$ cat src/rtl/deco_exe_pipe.sv
// Decode-to-execute pipeline register: N operand channels, valid tracking, stall hold,
// flush bubble and write-back bypass on capture and on held operands. Optional macro: DECEXE_PERF_CNT_EN.
module deco_exe_pipe #(
  parameter int DATA_W  = 32,
  parameter int ADDR_W  = 4,
  parameter int NUM_RD  = 3,
  parameter int CTRL_W  = 8,
  parameter int PC_ADDR = 15
) (
  input  logic                     clk,
  input  logic                     reset,
  input  logic                     hold_e,
  input  logic                     flush_e,
  input  logic                     valid_d,
  input  logic [NUM_RD*DATA_W-1:0] rd_data_d,
  input  logic [NUM_RD*ADDR_W-1:0] rd_addr_d,
  input  logic [NUM_RD-1:0]        rd_used_d,
  input  logic [DATA_W-1:0]        ext_d,
  input  logic [ADDR_W-1:0]        wa3_d,
  input  logic [3:0]               cond_d,
  input  logic [CTRL_W-1:0]        ctrl_d,
  input  logic                     regwrite_d,
  input  logic                     memwrite_d,
  input  logic                     branch_d,
  input  logic                     pcsrc_d,
  input  logic [1:0]               flagw_d,
  input  logic                     regwrite_w,
  input  logic [ADDR_W-1:0]        wa3_w,
  input  logic [DATA_W-1:0]        result_w,
  output logic                     valid_e,
  output logic [NUM_RD*DATA_W-1:0] rd_data_e,
  output logic [NUM_RD*ADDR_W-1:0] rd_addr_e,
  output logic [DATA_W-1:0]        ext_e,
  output logic [ADDR_W-1:0]        wa3_e,
  output logic [3:0]               cond_e,
  output logic [CTRL_W-1:0]        ctrl_e,
  output logic                     regwrite_e,
  output logic                     memwrite_e,
  output logic                     branch_e,
  output logic                     pcsrc_e,
  output logic [1:0]               flagw_e
`ifdef DECEXE_PERF_CNT_EN
  ,
  output logic [31:0]              stall_cnt,
  output logic [31:0]              bubble_cnt
`endif
);

  localparam logic [ADDR_W-1:0] PC_A = ADDR_W'(PC_ADDR);

  // Stage handshake: valid_d marks a real instruction in D; the hazard unit stalls with
  // hold_e and kills with flush_e (flush wins). valid_e marks a real instruction in E.
  logic [NUM_RD-1:0]        used_e;
  logic [NUM_RD*DATA_W-1:0] data_next;

  function automatic logic bypass_hit(input logic we, input logic used,
                                      input logic [ADDR_W-1:0] wa,
                                      input logic [ADDR_W-1:0] addr);
    return we && used && (wa == addr) && (addr != PC_A);
  endfunction

  // Operand selection for hold (repair held operands) and capture (bypass fresh operands).
  always_comb begin
    data_next = rd_data_e;
    for (int i = 0; i < NUM_RD; i++) begin
      if (hold_e) begin
        if (valid_e && bypass_hit(regwrite_w, used_e[i], wa3_w, rd_addr_e[i*ADDR_W +: ADDR_W]))
          data_next[i*DATA_W +: DATA_W] = result_w;
      end else if (bypass_hit(regwrite_w, rd_used_d[i], wa3_w, rd_addr_d[i*ADDR_W +: ADDR_W])) begin
        data_next[i*DATA_W +: DATA_W] = result_w;
      end else begin
        data_next[i*DATA_W +: DATA_W] = rd_data_d[i*DATA_W +: DATA_W];
      end
    end
  end

  always_ff @(posedge clk or negedge reset) begin
    if (!reset) begin
      valid_e    <= 1'b0;
      rd_data_e  <= '0;
      rd_addr_e  <= '0;
      used_e     <= '0;
      ext_e      <= '0;
      wa3_e      <= '0;
      cond_e     <= '0;
      ctrl_e     <= '0;
      regwrite_e <= 1'b0;
      memwrite_e <= 1'b0;
      branch_e   <= 1'b0;
      pcsrc_e    <= 1'b0;
      flagw_e    <= '0;
    end else if (flush_e) begin
      valid_e    <= 1'b0;
      rd_data_e  <= '0;
      rd_addr_e  <= '0;
      used_e     <= '0;
      ext_e      <= '0;
      wa3_e      <= '0;
      cond_e     <= '0;
      ctrl_e     <= '0;
      regwrite_e <= 1'b0;
      memwrite_e <= 1'b0;
      branch_e   <= 1'b0;
      pcsrc_e    <= 1'b0;
      flagw_e    <= '0;
    end else if (hold_e) begin
      rd_data_e  <= data_next;
    end else begin
      valid_e    <= valid_d;
      rd_data_e  <= data_next;
      rd_addr_e  <= rd_addr_d;
      used_e     <= rd_used_d;
      ext_e      <= ext_d;
      wa3_e      <= wa3_d;
      cond_e     <= cond_d;
      ctrl_e     <= ctrl_d;
      // An invalid decode slot must never cause architectural side effects.
      regwrite_e <= valid_d & regwrite_d;
      memwrite_e <= valid_d & memwrite_d;
      branch_e   <= valid_d & branch_d;
      pcsrc_e    <= valid_d & pcsrc_d;
      flagw_e    <= valid_d ? flagw_d : 2'b00;
    end
  end

`ifdef DECEXE_PERF_CNT_EN
  always_ff @(posedge clk or negedge reset) begin
    if (!reset) begin
      stall_cnt  <= '0;
      bubble_cnt <= '0;
    end else begin
      if (flush_e) begin
        if (bubble_cnt != 32'hFFFF_FFFF) bubble_cnt <= bubble_cnt + 32'd1;
      end else if (hold_e && valid_e) begin
        if (stall_cnt != 32'hFFFF_FFFF) stall_cnt <= stall_cnt + 32'd1;
      end
    end
  end
`endif

endmodule

$ cat config.mk
export PLATFORM = sky130hd
export DESIGN_NAME = deco_exe_pipe
export DESIGN_NICKNAME = d
export VERILOG_FILES = /design/src/rtl/deco_exe_pipe.sv
export SDC_FILE = /design/constraint.sdc
export NUM_CORES = 1
export LEC_CHECK = 0
export ABC_AREA = 1
export CAP_MARGIN = 20
export CORE_AREA = 2 2 145 147
export CTS_CLUSTER_DIAMETER = 100
export DETAILED_ROUTE_END_ITERATION = 8
export DIE_AREA = 0 0 147 149
export PLACE_DENSITY_LB_ADDON = 0.12
export RECOVER_POWER = 100
export SLEW_MARGIN = 20
export SYNTH_ARGS = -nofsm -noshare
export SYNTH_HDL_FRONTEND = slang
export SYNTH_SLANG_ARGS = --single-unit
export TNS_END_PERCENT = 1
$ cat constraint.sdc
create_clock -name clk -period 2.3 [get_ports clk]
set_clock_uncertainty 0.2 [all_clocks]
set_input_delay 0.46 -clock clk [delete_from_list [all_inputs] [get_ports clk]]
set_output_delay 0.46 -clock clk [all_outputs]
set_load 0.03 [all_outputs]
## Yosys cells after proc, flatten, opt, wreduce, memory -nomap -nowiden

Index checks and enable logic that the tools add are counted.

| storage, ports and cells | value |
|---|---|
| flip-flop bits (word level) | 166 |
| input bits | 207 |
| output and inout bits | 163 |
| logic and storage cells | 91 |

| cells by class | value |
|---|---|
| eq/ne operators | 16 |
| multiplexer cells | 35 |
| bitwise operators | 4 |
| reduce and logical (&&, ||, !) cells | 21 |

Operators by type and width:

| kind | count |
|---|---|
| 2-to-1 mux 32 bit | 11 |
| 2-to-1 mux 96 bit | 1 |
| == test 4 bit | 6 |
| 2-to-1 mux 12 bit | 2 |
| != test 4 bit (second input constant) | 6 |
| logical AND 1 bit | 21 |
| 2-to-1 mux 4 bit | 4 |
| 2-to-1 mux 8 bit | 2 |
| 2-to-1 mux 1 bit | 10 |
| != test 3 x 1 -> 1 bit (second input constant) | 3 |
| 2-to-1 mux 2 bit | 3 |
| 2-to-1 mux 3 bit | 2 |
| bitwise AND 1 bit | 4 |
| != test 2 x 1 -> 1 bit (second input constant) | 1 |

## Longest topological paths before layout

| logic depth | value |
|---|---|
| depth in word-level cells | 7 |
| mapped depth | 12 |
| gate-level depth less buffers | 10 |

## Worst setup path before layout

OpenSTA, ideal clock, no wires.

| timing | value |
|---|---|
| path kind | in2reg |
| start point | input wa3_w[1] |
| end point | register rd_data_e[13] |
| setup time | 117 ps |
| arrival | 1426 ps |
| data required time | 1983 ps |
| setup slack | 557 ps |
| stages | 11 |
| path buffers | 2 |
| path through | buf_2 -> inv_2 -> nand2_1 -> nand2_1 -> nor2_1 -> nand3_2 -> clkbuf_1 -> nand3_1 -> nand2_1 -> nand2_1 -> nand2_1 |

| on the way | value |
|---|---|
| longest elaborated chain between the ends | 6 |
| elaborated cells between the ends (all ways) | 11 |
| classes of those cells | 3 x eq/ne; 3 x mux; 5 x reduce/logical |

Ends and longest elaborated chain:

| what | line | RTL |
|---|---|---|
| from (decl) | 28 | `input logic [ADDR_W-1:0] wa3_w,` |
| == test 4 bit | 59 | `return we && used && (wa == addr) && (addr != PC_A);` |
| logical AND 1 bit (2 in series) | 59 |  |
| 2-to-1 mux 32 bit | 69 | `end else if (bypass_hit(regwrite_w, rd_used_d[i], wa3_w, rd_addr_d[i*ADDR_W +: ADDR_W])) begin` |
| 2-to-1 mux 32 bit | 66 | `if (hold_e) begin` |
| 2-to-1 mux 96 bit | 92 | `end else if (flush_e) begin` |
| to (signal assigned) | 107 | `rd_data_e <= data_next;` |
| to (signal assigned) | 110 | `rd_data_e <= data_next;` |
| to (decl) | 31 | `output logic [NUM_RD*DATA_W-1:0] rd_data_e,` |

Parallel ways exist; a longest one is shown, timed or not.
A chain may end at the register's enable or synchronous reset.

## Worst setup path in the final report

| timing | value |
|---|---|
| start point | register rd_data_e[66] |
| end point | output rd_data_e[66] |

No word-level cell between the ends.

==> impl_metrics.tcl <==
set metrics [dict create \
    clockBufferDepth 2 \
    hold_start "rd_data_e[68]$_DFFE_PN0P_" \
    dp_cells 1654 \
    rsz0062_at_grt "no" \
    crit_type "reg2out" \
    ios 370 \
    worst_slew_pin_slew_ns 0.813 \
    crit_path_start "rd_data_e[66]$_DFFE_PN0P_" \
    vias 8436 \
    ys_ff_latch 166 \
    clock_latency_ns 0.42 \
    avgViaCountPerCell 5.00 \
    cp-end-kind "output pin" \
    antenna_found_initial 0 \
    hold_end "rd_data_e[68]$_DFFE_PN0P_" \
    hpwl_um 21800 \
    antenna_left 0 \
    start_util 0.398 \
    num_rows 53 \
    fin_crit_ns 2.24 \
    intPower_mw 5.38 \
    synth_cell_types 20 \
    place_ws_ns -0.154 \
    min_period_over_period 0.973 \
    start_kind "register" \
    fmax_mhz 447 \
    reg2reg_slack_ns 0.48 \
    slew_headroom 0.458 \
    worst_r2r_path_depth 10 \
    grt_pass1_wl_um 46400 \
    crit_path_top_delay_cell "dlygate4sd3_1" \
    grt_usage 0.274 \
    htree_levels 4 \
    overflow 0 \
    arrival_ns 1.58 \
    r2r_end "rd_data_e[37]$_DFFE_PN0P_" \
    synth_area_leaders "dfrtp_1 51%, nand2_1 26%, nand3_1 6.6%" \
    drc_errors 0 \
    cp.required_ns 1.64 \
    antenna_cells 0 \
    power_density_mw_per_mm2 601 \
    cts-resized-gates 0 \
    areaGrowthSynthToFinish_pct 57.3 \
    synth_top_area_share 0.508 \
    clkSinkCount 166 \
    globalplace.congestion 0.865 \
    core_mm2 0.0206 \
    hold_slack_ns 0.271 \
    grt_max_degree 61 \
    final_cells 1687 \
    drive_gt1_frac 0.0588 \
    maxCapViolCount 0 \
    synthesis.nets 1241 \
    path_cells "dlygate4sd3_1" \
    fin_nets 1606 \
    syn_area_mm2 0.00817 \
    cts_buffers 17 \
    first_pass_iters 4 \
    peakVddDrop_mv 0.491 \
    tritoncts "yes" \
    min_path_type "reg2reg" \
    whs_path_depth 2 \
    dieArea_mm2 0.0219 \
    yosysSeqAreaShare 0.508 \
    netSwitchingFraction 0.304 \
    max_stage_delay_ns 0.81 \
    cp_num_buf_inv 1 \
    hold_buffers 1 \
    initialDrtViolationCount 514 \
    p_leak_nw 6.77 \
    timing.rr.start "rd_addr_e[5]$_DFFE_PN0P_" \
    postCtsSetupBuffers 0 \
    die_w_um 147 \
    finalHoldViolCount 0 \
    timing.setup.tns_ns 0 \
    cts-root-buf "clkbuf_16" \
    pwr-share-clk 0.353 \
    die_y_um 149 \
    power_frac_comb 0.234 \
    clk_pin_slew_worst_paths_ns 0.07 \
    setup_ws_ns 0.0618 \
    setup_violations 0 \
    p_sw_mw 2.35 \
    ys_warn_count 0 \
    cp_top_family "buffers and inverters" \
    outcome "complete, no violations" \
    sequentialPowerShare 0.413 \
    drv_slew 0 \
    syn-mean-instance-area_um2 7.90 \
    wirelength_um 30000 \
    post_drt_wl_per_cell_um 17.8 \
    path_max_fanout 2 \
    syn_inst 1034 \
    grt_pass1_vias 8349 \
    io_buffers 369 \
    yosys.area.top_type "dfrtp_1" \
]
-- sequential cells by signal (all words and copies together) (netlist names) --
name	cells
used_e	3
ctrl_e	8
flagw_e	2
memwrite_e	1
cond_e	4
valid_e	1
pcsrc_e	1
branch_e	1
wa3_e	4
rd_data_e	96
rd_addr_e	12
regwrite_e	1
ext_e	32
-- worst max path at each step --
| stage | end | slack (ns) | cells past startpoint |
|---|---|---|---|
| final | rd_data_e[66] | 0.06 | 1 |
| after global routing | rd_data_e[26]$_DFFE_PN0P_ | 0.03 | 12 |
| after CTS | rd_addr_e[5] | 0.07 | 1 |
| after detailed placement | rd_data_e[81]$_DFFE_PN0P_ | -0.15 | 12 |
| after global placement | rd_data_e[95]$_DFFE_PN0P_ | -0.13 | 12 |
| after floorplan | rd_data_e[13]$_DFFE_PN0P_ | 0.56 | 11 |
-- cells by family after synthesis --
kind of cell / count (synthesis) / synth area share
and+or+nand+nor: 689 / 0.337
DFF: 166 / 0.508
buffers and inverters: 103 / 0.0761
AOI/OAI and AO/OA: 76 / 0.0784
-- per-stage QoR --
stage / util / power, mW / cell area (um2)
6_report: 0.625 / 7.73 / 12900
2_1_floorplan: - / 4.09 / 8170
4_1_cts: 0.628 / 7.88 / 12900
3_3_place_gp: 0.601 / 5.12 / 12300
3_5_place_dp: 0.601 / 5.13 / 12300
5_1_grt: 0.625 / 8.08 / 12900
-- tightest hold or removal path, stage by stage (launching register included) --
cell	delay, ns
dfrtp_1	0.33
nand2_1	0.05
nand2_1	0.06
-- Yosys cell counts --
cell type and count:
clkbuf_1 12, o21ai_0 8, nor2_1 13, inv_1 34
buf_1 2, a22o_1 49, buf_6 24, dfrtp_1 166
nand3_1 108, a21oi_4 3, buf_4 10, o22ai_1 10
a32o_1 6, nand2_2 3, nor2_4 1, buf_2 14
nand2_1 561, clkinv_1 1, nand3_2 3, inv_2 6
-- power by group through the flow --
stage          Clock, mW  Sequential [mW]  Combinational [mW]
6_report            2.73             3.19                1.81
5_1_grt             2.93             3.21                1.94
4_1_cts             2.79             3.20                1.89
3_5_place_dp           0             3.25                1.88
3_3_place_gp           0             3.25                1.87
2_1_floorplan          0             3.57               0.522
-- layout by cell type, fill, tap and decap left out, types with 2 or more instances in the layout --
master,synthesis,final
o21ai_0,8,8
inv_1,34,36
clkbuf_8,0,3
dfrtp_1,166,166
nand2_2,3,2
inv_6,0,4
nand3_2,3,3
inv_2,6,4
clkbuf_16,0,17
o22ai_1,10,10
clkinv_4,0,4
clkdlybuf4s50_1,0,228
dlygate4sd3_1,0,141
buf_12,0,22
clkbuf_4,0,2
nand3_1,108,108
buf_4,10,12
a21oi_4,3,2
clkinv_2,0,3
a32o_1,6,6
nor2_1,13,13
a22o_1,49,49
nand2_1,561,562
-- final cells by class --
type	instances	area (um2)
Clock inverter	12	92.6
Sequential cell	166	4150
Clock buffer	20	467
Fill cell	1799	7700
Multi-Input combinational cell	765	3390
Timing Repair Buffer	408	4260
Tap cell	275	344
Inverter	41	154
-- per-layer routing --
layer	up-vias	track usage	share of wire
met5	-	0	0
li1	4033	-	-
met4	0	0.0894	0.026
met3	39	0.0752	0.085
met1	3998	0.348	0.41
met2	366	0.456	0.48
(Power assumes the default switching activity.)
